===== config.mk =====
export PLATFORM = sky130hd
export DESIGN_NAME = alpha_aggregator
export DESIGN_NICKNAME = d
export VERILOG_FILES = /design/src/rtl/alpha_aggregator_pkg.sv /design/src/rtl/alpha_aggregator_frame_fifo.sv /design/src/rtl/alpha_aggregator.sv
export SDC_FILE = /design/constraint.sdc
export NUM_CORES = 2
export LEC_CHECK = 0
export BUFFER_PORTS_ARGS = -buffer_cell sky130_fd_sc_hd__buf_2
export CAP_MARGIN = 20
export CORE_ASPECT_RATIO = 1.25
export CORE_MARGIN = 3
export CORE_UTILIZATION = 63
export CTS_CLUSTER_SIZE = 28
export DETAILED_ROUTE_END_ITERATION = 8
export GPL_TIMING_DRIVEN = 1
export PLACE_DENSITY = 0.82
export SYNTH_ARGS = -nofsm -noshare
export SYNTH_HDL_FRONTEND = slang
export SYNTH_SLANG_ARGS = --single-unit

===== constraint.sdc =====
create_clock -name clk -period 11.56 [get_ports clk]
set_input_delay 1.156 -clock clk [delete_from_list [all_inputs] [get_ports clk]]
set_output_delay 1.156 -clock clk [all_outputs]
set_load 0.03 [all_outputs]

===== src/rtl/alpha_aggregator_pkg.sv =====
// Shared widths, frame record and output scaling for the alpha aggregator.
// The scaling helper is the only place where accumulator-to-output rounding lives.
package alpha_aggregator_pkg;

  localparam int NUM_OF_NODES     = 16;
  localparam int NUM_NODE_WIDTH   = 5;
  localparam int ALPHA_DATA_WIDTH = 9;
  localparam int ALPHA_FRAC       = 8;
  localparam int NUM_FEATURE_OUT  = 4;
  localparam int WH_DATA_WIDTH    = 16;
  localparam int WH_ADDR_W        = 10;
  localparam int OUT_DATA_WIDTH   = 16;
  localparam int IDX_W            = $clog2(NUM_OF_NODES);
  localparam int PROD_W           = WH_DATA_WIDTH + ALPHA_DATA_WIDTH + 1;
  localparam int ACC_W            = PROD_W + IDX_W;
  localparam int SH_W             = ACC_W - ALPHA_FRAC;

  typedef struct packed {
    logic [NUM_OF_NODES*ALPHA_DATA_WIDTH-1:0] alpha;
    logic [NUM_NODE_WIDTH-1:0]                n;
    logic [WH_ADDR_W-1:0]                     base;
  } frame_t;

  // Dropping the fraction bits of a two's-complement value floors toward -inf.
  function automatic logic [OUT_DATA_WIDTH-1:0] scale_sat(input logic signed [ACC_W-1:0] acc);
    logic [SH_W-1:0] sh;
    sh = acc[ACC_W-1:ALPHA_FRAC];
    if ((&sh[SH_W-1:OUT_DATA_WIDTH-1]) || (~|sh[SH_W-1:OUT_DATA_WIDTH-1])) begin
      return sh[OUT_DATA_WIDTH-1:0];
    end else if (sh[SH_W-1]) begin
      return {1'b1, {(OUT_DATA_WIDTH-1){1'b0}}};
    end else begin
      return {1'b0, {(OUT_DATA_WIDTH-1){1'b1}}};
    end
  endfunction

endpackage


===== src/rtl/alpha_aggregator_frame_fifo.sv =====
// Two-entry frame buffer between the softmax strobe and the aggregation FSM.
// A push into a full buffer is only accepted when a pop happens in the same cycle.
module agg_frame_fifo
  import alpha_aggregator_pkg::*;
(
  input  logic   clk,
  input  logic   rst_n,
  input  logic   push,
  input  frame_t push_data,
  input  logic   pop,
  output frame_t head,
  output logic   empty,
  output logic   overflow
);

  frame_t     mem_r [2];
  logic       wr_ptr_r;
  logic       rd_ptr_r;
  logic [1:0] count_r;
  logic       overflow_r;
  logic       full_s;
  logic       push_ok_s;
  logic       pop_ok_s;

  assign full_s    = (count_r == 2'd2);
  assign empty     = (count_r == 2'd0);
  assign pop_ok_s  = pop && !empty;
  assign push_ok_s = push && (!full_s || pop_ok_s);
  assign head      = mem_r[rd_ptr_r];
  assign overflow  = overflow_r;

  // Storage, pointers, occupancy and the sticky drop flag.
  always_ff @(posedge clk or negedge rst_n) begin
    if (!rst_n) begin
      mem_r[0]   <= '0;
      mem_r[1]   <= '0;
      wr_ptr_r   <= 1'b0;
      rd_ptr_r   <= 1'b0;
      count_r    <= 2'd0;
      overflow_r <= 1'b0;
    end else begin
      if (push_ok_s) begin
        mem_r[wr_ptr_r] <= push_data;
        wr_ptr_r        <= ~wr_ptr_r;
      end
      if (pop_ok_s) begin
        rd_ptr_r <= ~rd_ptr_r;
      end
      case ({push_ok_s, pop_ok_s})
        2'b10:   count_r <= count_r + 2'd1;
        2'b01:   count_r <= count_r - 2'd1;
        default: count_r <= count_r;
      endcase
      overflow_r <= overflow_r | (push && !push_ok_s);
    end
  end

endmodule


===== src/rtl/alpha_aggregator.sv =====
// Weighted neighbour aggregation: h'_i = sum_j alpha_j * WH_j, one frame at a time.
// Frames are buffered, WH rows are fetched back-to-back, and the result is held until accepted.
module alpha_aggregator
  import alpha_aggregator_pkg::*;
(
  input  logic                                     clk,
  input  logic                                     rst_n,
  input  logic                                     sm_ready_i,
  input  logic [NUM_OF_NODES*ALPHA_DATA_WIDTH-1:0] alpha_i,
  input  logic [NUM_NODE_WIDTH-1:0]                sm_num_of_nodes_i,
  input  logic [WH_ADDR_W-1:0]                     wh_base_i,
  output logic                                     wh_rd_en_o,
  output logic [WH_ADDR_W-1:0]                     wh_rd_addr_o,
  input  logic [NUM_FEATURE_OUT*WH_DATA_WIDTH-1:0] wh_rd_data_i,
  output logic                                     agg_valid_o,
  input  logic                                     agg_ready_i,
  output logic [NUM_FEATURE_OUT*OUT_DATA_WIDTH-1:0] agg_data_o,
  output logic                                     overflow_o
);

  localparam logic [1:0] ST_IDLE  = 2'd0;
  localparam logic [1:0] ST_FETCH = 2'd1;
  localparam logic [1:0] ST_DRAIN = 2'd2;
  localparam logic [1:0] ST_OUT   = 2'd3;

  logic [1:0]                               state_r;
  logic [NUM_OF_NODES*ALPHA_DATA_WIDTH-1:0] alpha_r;
  logic [NUM_NODE_WIDTH-1:0]                n_r;
  logic [NUM_NODE_WIDTH-1:0]                j_r;
  logic                                     rd_en_d_r;
  logic [IDX_W-1:0]                         k_r;
  logic signed [ACC_W-1:0]                  acc_r      [NUM_FEATURE_OUT];
  logic signed [ACC_W-1:0]                  acc_next_s [NUM_FEATURE_OUT];
  logic signed [PROD_W-1:0]                 prod_s     [NUM_FEATURE_OUT];
  logic [NUM_FEATURE_OUT*OUT_DATA_WIDTH-1:0] data_next_s;
  logic [ALPHA_DATA_WIDTH-1:0]              alpha_k_s;
  logic                                     pop_s;
  logic                                     empty_s;
  frame_t                                   head_s;
  frame_t                                   push_frame_s;
  logic [NUM_NODE_WIDTH-1:0]                head_n_s;

  assign push_frame_s = '{alpha: alpha_i, n: sm_num_of_nodes_i, base: wh_base_i};
  assign pop_s        = (state_r == ST_IDLE) && !empty_s;
  assign head_n_s     = (head_s.n > NUM_NODE_WIDTH'(NUM_OF_NODES)) ?
                        NUM_NODE_WIDTH'(NUM_OF_NODES) : head_s.n;
  assign alpha_k_s    = alpha_r[k_r*ALPHA_DATA_WIDTH +: ALPHA_DATA_WIDTH];

  agg_frame_fifo u_fifo (
    .clk       (clk),
    .rst_n     (rst_n),
    .push      (sm_ready_i),
    .push_data (push_frame_s),
    .pop       (pop_s),
    .head      (head_s),
    .empty     (empty_s),
    .overflow  (overflow_o)
  );

  // MAC: the row arriving this cycle belongs to the read issued last cycle (index k_r).
  always_comb begin
    data_next_s = '0;
    for (int f = 0; f < NUM_FEATURE_OUT; f++) begin
      prod_s[f] = PROD_W'($signed(wh_rd_data_i[f*WH_DATA_WIDTH +: WH_DATA_WIDTH])) *
                  PROD_W'($signed({1'b0, alpha_k_s}));
      if (rd_en_d_r) begin
        acc_next_s[f] = acc_r[f] + ACC_W'(prod_s[f]);
      end else begin
        acc_next_s[f] = acc_r[f];
      end
      data_next_s[f*OUT_DATA_WIDTH +: OUT_DATA_WIDTH] = scale_sat(acc_next_s[f]);
    end
  end

  // Frame sequencing, read issue, accumulation and the output register.
  always_ff @(posedge clk or negedge rst_n) begin
    if (!rst_n) begin
      state_r      <= ST_IDLE;
      alpha_r      <= '0;
      n_r          <= '0;
      j_r          <= '0;
      rd_en_d_r    <= 1'b0;
      k_r          <= '0;
      wh_rd_en_o   <= 1'b0;
      wh_rd_addr_o <= '0;
      agg_valid_o  <= 1'b0;
      agg_data_o   <= '0;
      for (int f = 0; f < NUM_FEATURE_OUT; f++) begin
        acc_r[f] <= '0;
      end
    end else begin
      rd_en_d_r <= wh_rd_en_o;
      k_r       <= j_r[IDX_W-1:0];
      for (int f = 0; f < NUM_FEATURE_OUT; f++) begin
        acc_r[f] <= acc_next_s[f];
      end
      case (state_r)
        ST_IDLE: begin
          if (!empty_s) begin
            alpha_r <= head_s.alpha;
            n_r     <= head_n_s;
            j_r     <= '0;
            for (int f = 0; f < NUM_FEATURE_OUT; f++) begin
              acc_r[f] <= '0;
            end
            if (head_n_s != '0) begin
              state_r      <= ST_FETCH;
              wh_rd_en_o   <= 1'b1;
              wh_rd_addr_o <= head_s.base;
            end else begin
              state_r     <= ST_OUT;
              agg_valid_o <= 1'b1;
              agg_data_o  <= '0;
            end
          end
        end
        ST_FETCH: begin
          if (j_r == (n_r - NUM_NODE_WIDTH'(1))) begin
            wh_rd_en_o <= 1'b0;
            state_r    <= ST_DRAIN;
          end else begin
            j_r          <= j_r + NUM_NODE_WIDTH'(1);
            wh_rd_addr_o <= wh_rd_addr_o + WH_ADDR_W'(1);
          end
        end
        ST_DRAIN: begin
          state_r     <= ST_OUT;
          agg_valid_o <= 1'b1;
          agg_data_o  <= data_next_s;
        end
        ST_OUT: begin
          if (agg_ready_i) begin
            agg_valid_o <= 1'b0;
            state_r     <= ST_IDLE;
          end
        end
        default: state_r <= ST_IDLE;
      endcase
    end
  end

endmodule


# Word-level counts from Yosys, hierarchy flattened
# Cells that the tools add are included.
[word_totals]
register_bits = 680
in_bits = 227
output_inout_bits = 77
wordCells = 146
[classes]
n_addsub = 9
multipliers = 5
order_cmp = 4
eq_ne = 13
shifts = 1
n_mux = 45
bitwise_logic = 6
reduce_logical = 39
[op_table]
columns = ["op", "n"]
rows = [
  ["159-bit two-way mux", 4],
  ["318-bit bitwise mux", 1],
  ["120-bit two-way mux", 2],
  ["159-bit demux with 1-bit select", 1],
  ["144-bit by 9-bit variable part select with 9-bit output", 1],
  ["16-bit two-way mux", 8],
  ["64-bit two-way mux", 2],
  ["64-bit case mux with 2 select lines", 1],
  ["30-bit by 26-bit adder with 30-bit output", 4],
  ["30-bit two-way mux", 4],
  ["16-bit by 10-bit multiplier with 26-bit output", 4],
  ["10-bit two-way mux", 3],
  ["7-bit AND reduction", 4],
  ["7-bit OR reduction", 4],
  ["10-bit case mux with 2 select lines", 1],
  ["5-bit two-way mux", 3],
  ["4-bit AND reduction", 3],
  ["10-bit by 1-bit adder with 10-bit output, second input constant", 1],
  ["2-bit inequality test, second input constant", 5],
  ["5-bit case mux with 2 select lines", 1],
  ["3-bit AND reduction", 3],
  ["2-bit equality test, second input constant", 4],
  ["4-bit by 4-bit multiplier with 8-bit output, second input constant", 1],
  ["2-bit two-way mux", 4],
  ["other kinds (26)", 53],
]

# Depth between registers and ports, before layout
[depth]
word_depth = 10
ltp_mapped = 30
ltp_nobuf = 25

# Modules after synthesis
# From an unflattened synthesis, not the netlist that was laid out.
[hier_totals]
cells_unflattened = 5825
area_unflattened_um2 = 57860.5
[by_module_without_submodules]
columns = ["module", "instances", "cells_per_inst", "area_each_um2", "seq_area_each_um2"]
rows = [
  ["alpha_aggregator", 1, 4958, 43964.7, 8933.6],
  ["agg_frame_fifo", 1, 867, 13895.8, 8082.8],
]

# Least setup slack after synthesis
# Ideal clock, no wire load.
[synth_path]
kind = "register -> register"
start = "register k_r[0]"
end = "register agg_data_o[53]"
setup_time_ns = 0.130
arrival_time_ns = 7.879
t_required_ns = 11.430
path_slack_ns = 3.551
path_stages_with_launch = 28
path_buffers = 5
synth_period_minus_slack_ns = 8.009
cell_sequence = "dfrtp_1 -> buf_2 -> buf_1 -> mux4_2 -> mux4_2 -> clkbuf_1 -> clkbuf_1 -> nand2_1 -> inv_1 -> fa_1 -> fa_1 -> fa_1 -> fa_1 -> inv_1 -> fa_1 -> inv_1 -> ha_1 -> a21oi_2 -> o21ai_0 -> a211oi_1 -> o22ai_1 -> a31o_2 -> o31ai_4 -> mux4_2 -> nand2_1 -> a21o_1 -> buf_6 -> o211ai_2"
[synth_via]
elab_chain_cells = 10
elab_cells_between_ends = 12
cone_classes = "1 x add/sub; 2 x mul; 1 x shift; 4 x mux; 4 x reduce/logical"
[synth_rtl]
columns = ["item", "line", "text"]
rows = [
  ["start, declared", "alpha_aggregator.sv:31", "logic [IDX_W-1:0] k_r;"],
  ["start signal, assigned", "alpha_aggregator.sv:93", "k_r <= j_r[IDX_W-1:0];"],
  ["4-bit by 4-bit multiplier with 8-bit output (*)", "alpha_aggregator.sv:47", "assign alpha_k_s = alpha_r[k_r*ALPHA_DATA_WIDTH +: ALPHA_DATA_WIDTH];"],
  ["144-bit by 9-bit variable part select with 9-bit output (*)", "alpha_aggregator.sv:47", ""],
  ["16-bit by 10-bit multiplier with 26-bit output (*)", "alpha_aggregator.sv:64", "prod_s[f] = PROD_W'($signed(wh_rd_data_i[f*WH_DATA_WIDTH +: WH_DATA_WIDTH])) *"],
  ["30-bit by 26-bit adder with 30-bit output (*)", "alpha_aggregator.sv:67", "acc_next_s[f] = acc_r[f] + ACC_W'(prod_s[f]);"],
  ["30-bit two-way mux (*)", "alpha_aggregator.sv:66", "if (rd_en_d_r) begin"],
  ["7-bit OR reduction", "alpha_aggregator_pkg.sv:28", "if ((&sh[SH_W-1:OUT_DATA_WIDTH-1]) || (~|sh[SH_W-1:OUT_DATA_WIDTH-1])) begin"],
  ["1-bit logical NOT", "alpha_aggregator_pkg.sv:28", ""],
  ["1-bit logical OR", "alpha_aggregator_pkg.sv:28", ""],
  ["16-bit two-way mux (*)", "alpha_aggregator_pkg.sv:28", ""],
  ["64-bit case mux with 2 select lines (*)", "alpha_aggregator.sv:97", "case (state_r)"],
  ["end signal, assigned", "alpha_aggregator.sv:129", "agg_data_o <= data_next_s;"],
  ["end, declared", "alpha_aggregator.sv:17", "output logic [NUM_FEATURE_OUT*OUT_DATA_WIDTH-1:0] agg_data_o,"],
]
# Mark *: on every way between the ends. The rest lies on a longest branch, timed or not.
# A chain may end at the register's enable or synchronous reset.

# Final worst setup path
[layout_path]
start = "register k_r[0]"
end = "register agg_data_o[20]"
# Same word-level chain as after synthesis.

==> summary.txt <==
Run status
  – Run status: completed

Yosys
  – Synth warnings: 0
  – Top cell type's share of synthesized area: 0.302
  – Synth Cell Area: 0.0563 mm^2
  – Most area-consuming cells after synthesis: sky130_fd_sc_hd__dfrtp_1 30%, sky130_fd_sc_hd__fa_1 23%, sky130_fd_sc_hd__inv_1 6.6%
  – Number of synthesized flops with an enable pin: 0
  – Library cells used by synthesis: 87
  – Ys flop type: sky130_fd_sc_hd__dfrtp_1
  – Share of synthesized flip-flops with an asynchronous set or reset: 1.00
  – Synthesized netlist net count: about 6.7k
  – Synthesis-stage register bit count: 680
  – Sequential area share after synthesis: 0.302
  – Number of instances in the synthesized netlist: 5547
  – Yosys top cell by area: sky130_fd_sc_hd__dfrtp_1
  – Syn_area_per_cell: 10.2 um^2

GRT
  – Pin count of the biggest net entering global routing: 208
  – Antenna violations before repair: between 40 and 50
  – Global routing usage on met2: 0.530
  – Aggregate global routing overflow: 0
  – GRT met1 Usage: 0.364
  – Via count of the first global-routing pass: 42.9k
  – Total routing resource utilization after global routing: 0.303
  – Fraction of met3 tracks used by global routing: 0.0544
  – Global-route wire length before repair: 223 mm
  – Most heavily used metal layer in global routing: met2

Timing
  – Final setup slack of the worst path: 2.03 ns
  – Total of endpoints with negative setup slack in the final report: 0
  – Transition time at the pin with the least slew margin: ~1.1 ns
  – Final period utilization: 0.824
  – Fin Clk Skew: about 0.034 ns
  – Hold violation count in the final report: 0
  – Pins over their slew limit: 0
  – Max Clock Freq: 105 MHz
  – Setup TNS: 0 ns
  – Unrepaired setup endpoints after global routing: no
  – Slew Limit Headroom: 0.234
  – Final period demand of the worst path: ~9.5 ns

Worst setup path
  – RR Startpoint: k_r[0]
  – Category of the critical setup timing path: reg -> reg
  – R2R setup slack: 2.03 ns
  – Type of element launching the critical path: flip-flop
  – End of the critical path: agg_data_o[20]
  – First element of the critical path: k_r[0]
  – Worst reg2reg path depth: 25
  – Kind of end point of the critical path: flip-flop
  – Data required time of the worst path: 12.03 ns
  – Terminus of the critical flop-to-flop path: agg_data_o[20]
  – Signal arrival time at the worst endpoint: 10.00 ns
  – Worst-path fanout max: 29

Route
  – Overall routed net length: 136 mm
  – WL per Instance: 19.7 um
  – DRC violation count after routing: 0
  – Count of nets left with antenna violations after detail routing: 0
  – Via count of the routed design: 39.9k
  – DRT iter0 DRCs: around 2.7k
  – Routed vias/inst: 5.75
  – Number of optimization iterations in the first detailed-route pass: 7

Placement
  – Post-DP HPWL: between 100 and 150 mm
  – Worst setup slack after placement: 2.01 ns
  – Count of input and output buffers: 303
  – Routability congestion estimate from global placement: 0.909

Die
  – Die Area: 0.0931 mm^2
  – Area of the placeable core: 0.0885 mm^2
  – Site row count: 122
  – Width of the die: 273 um
  – IO Count: 304
  – Initial Util: 0.636
  – Die Y-Extent: 340 um

Layout
  – Combined area of the multi-input logic cells: 0.0345 mm^2
  – Fraction of final layout cells with drive strength greater than 1: 0.154
  – Total Nets Final: 6813
  – Count of fill cells added during filler insertion: about 6.6k
  – Area overhead of the layout relative to synthesis: 8.46%
  – Sequential cell area: 0.0170 mm^2

Clocking
  – CTS clk-pin slew, worst paths: roughly 0.060 ns
  – Resized Gates After CTS: 0
  – TritonCTS Buffers: 72
  – Clock latency at the later pin of the worst-skew pair: roughly 0.65 ns
  – Number of buffers inserted to repair setup after CTS: 0
  – Post-cts hold buffer count: 0
  – TritonCTS Sinks: 680
  – Clock tree from TritonCTS: done
  – Clk root buf: sky130_fd_sc_hd__clkbuf_16
  – Maximum level of the CTS H-tree: 3
  – Buffer depth of the longest clock path: 3

Job
  – Reported max-cap violation count: 0

Worst hold path
  – Type of the most critical hold path: in -> async
## cells in the mapped netlist (all sizes together) (18+ instances only)
cell type,instances
inv,987
dfrtp,680
nand2,668
fa,636
mux2,329
ha,276
and2,247
mux2i,237
o21ai,236
clkbuf,206
nor2,195
a21oi,134
buf,84
xnor2,80
o211ai,54
mux4,46
a21o,44
nand3,39
xor2,36
a31oi,27
a211oi,23
and3,21
o21a,20
o21bai,20
nand4,19
nor3,18
## cell type report
cell class,instances,area share
clock buffers,93,0.0316
multi-input cells,3589,0.565
clock inverters,34,0.00735
well taps,1178,0.0241
flip-flops and latches,680,0.279
inverters,988,0.0607
repair buffers,343,0.0312
diodes,35,0.00143
## worst min-delay path by stage
| stage | from | endpoint | slack [ns] |
|---|---|---|---|
| final | rst_n | acc_r[64] | 0.41 |
| after floorplan | alpha_r[126] | alpha_r[126] | 0.44 |
| after CTS | wh_rd_en_o | rd_en_d_r | 0.42 |
| after detailed placement | wh_rd_en_o | rd_en_d_r | 0.41 |
| after global routing | rst_n | acc_r[64] | 0.45 |
| after global placement | wh_rd_en_o | rd_en_d_r | 0.41 |
## routing by layer
metal | wire (um) | part of all wire | up-vias
li1 | - | - | 17962
met2 | 70700 | 0.52 | 1201
met4 | 6360 | 0.047 | 24
met5 | 168 | 0.0012 | -
met1 | 50900 | 0.37 | 20368
met3 | 8230 | 0.060 | 376
## critical path: stages, from the launching register on
cell                       delay [ns]
sky130_fd_sc_hd__dfrtp_2         0.86
sky130_fd_sc_hd__buf_4           0.39
sky130_fd_sc_hd__mux4_2          0.54
sky130_fd_sc_hd__mux4_2          0.84
sky130_fd_sc_hd__buf_4           0.35
sky130_fd_sc_hd__and2_1          0.19
sky130_fd_sc_hd__fa_1            0.50
sky130_fd_sc_hd__inv_1           0.05
sky130_fd_sc_hd__fa_1            0.54
sky130_fd_sc_hd__inv_1           0.05
sky130_fd_sc_hd__fa_1            0.39
sky130_fd_sc_hd__fa_1            0.52
sky130_fd_sc_hd__inv_1           0.06
sky130_fd_sc_hd__fa_1            0.48
sky130_fd_sc_hd__inv_1           0.04
sky130_fd_sc_hd__ha_1            0.39
sky130_fd_sc_hd__a21oi_1         0.31
sky130_fd_sc_hd__or2_2           0.19
sky130_fd_sc_hd__a31oi_1         0.11
sky130_fd_sc_hd__a2111o_1        0.32
sky130_fd_sc_hd__a21oi_1         0.22
sky130_fd_sc_hd__a21o_1          0.17
sky130_fd_sc_hd__mux2_2          0.37
sky130_fd_sc_hd__mux2i_1         0.32
sky130_fd_sc_hd__a21oi_1         0.85
sky130_fd_sc_hd__o21ai_0         0.24
## kinds of logic (layout without fill, tap and decap cells)
logic type / count (synthesis) / after routing / share of synthesized area
buffers and inverters: 1278 / 1458 / 0.0860
muxes: 612 / 612 / 0.126
other: 0 / 35 / 0
adders and majority gates: 912 / 912 / 0.287
xor gates and xnor gates: 116 / 116 / 0.0180
AOI/OAI and AO/OA: 674 / 674 / 0.0774
DFF: 680 / 680 / 0.302
and+or+nand+nor: 1275 / 1275 / 0.103
## flip-flops by register name, summed over array words and instances (netlist names)
name	flops
u_fifo.count_r	2
wh_rd_en_o	1
u_fifo.overflow	1
acc_r	120
agg_valid_o	1
n_r	5
u_fifo.rd_ptr_r	1
rd_en_d_r	1
wh_rd_addr_o	10
j_r	5
agg_data_o	64
u_fifo.mem_r	318
u_fifo.wr_ptr_r	1
k_r	4
state_r	2
alpha_r	144
## stage by stage
stage / util / cells / hold slack [ns] / area [um^2]
final: 0.690 / 6940 / 0.414 / 61100
after global routing: 0.690 / 6922 / 0.447 / 61100
after CTS: 0.688 / 6902 / 0.420 / 60900
after detailed placement: 0.662 / 6775 / 0.409 / 58600
after global placement: 0.662 / 6775 / 0.406 / 58600
after floorplan: - / 5547 / 0.445 / 56300
## layout by cell type (no fill, tap or decap), types with 18 or more instances in the layout
cell type	count
sky130_fd_sc_hd__mux2i_1	237
sky130_fd_sc_hd__o21bai_1	20
sky130_fd_sc_hd__clkbuf_16	72
sky130_fd_sc_hd__nand4_1	19
sky130_fd_sc_hd__nand3_1	39
sky130_fd_sc_hd__a31oi_1	27
sky130_fd_sc_hd__mux4_2	46
sky130_fd_sc_hd__fa_1	636
sky130_fd_sc_hd__o21ai_0	230
sky130_fd_sc_hd__a21o_1	44
sky130_fd_sc_hd__dfrtp_1	676
sky130_fd_sc_hd__buf_2	302
sky130_fd_sc_hd__xnor2_1	80
sky130_fd_sc_hd__nand2_1	667
sky130_fd_sc_hd__o21a_1	20
sky130_fd_sc_hd__a21oi_1	130
sky130_fd_sc_hd__ha_1	276
sky130_fd_sc_hd__buf_4	34
sky130_fd_sc_hd__inv_1	985
sky130_fd_sc_hd__and2_1	246
sky130_fd_sc_hd__xor2_1	36
sky130_fd_sc_hd__o211ai_1	44
sky130_fd_sc_hd__a211oi_1	22
sky130_fd_sc_hd__and3_1	19
sky130_fd_sc_hd__mux2_2	329
sky130_fd_sc_hd__diode_2	35
sky130_fd_sc_hd__nor3_1	18
sky130_fd_sc_hd__nor2_1	194
Power is not shown: default switching activity piles up to over one toggle a cycle in this logic, so the estimate is an artifact.
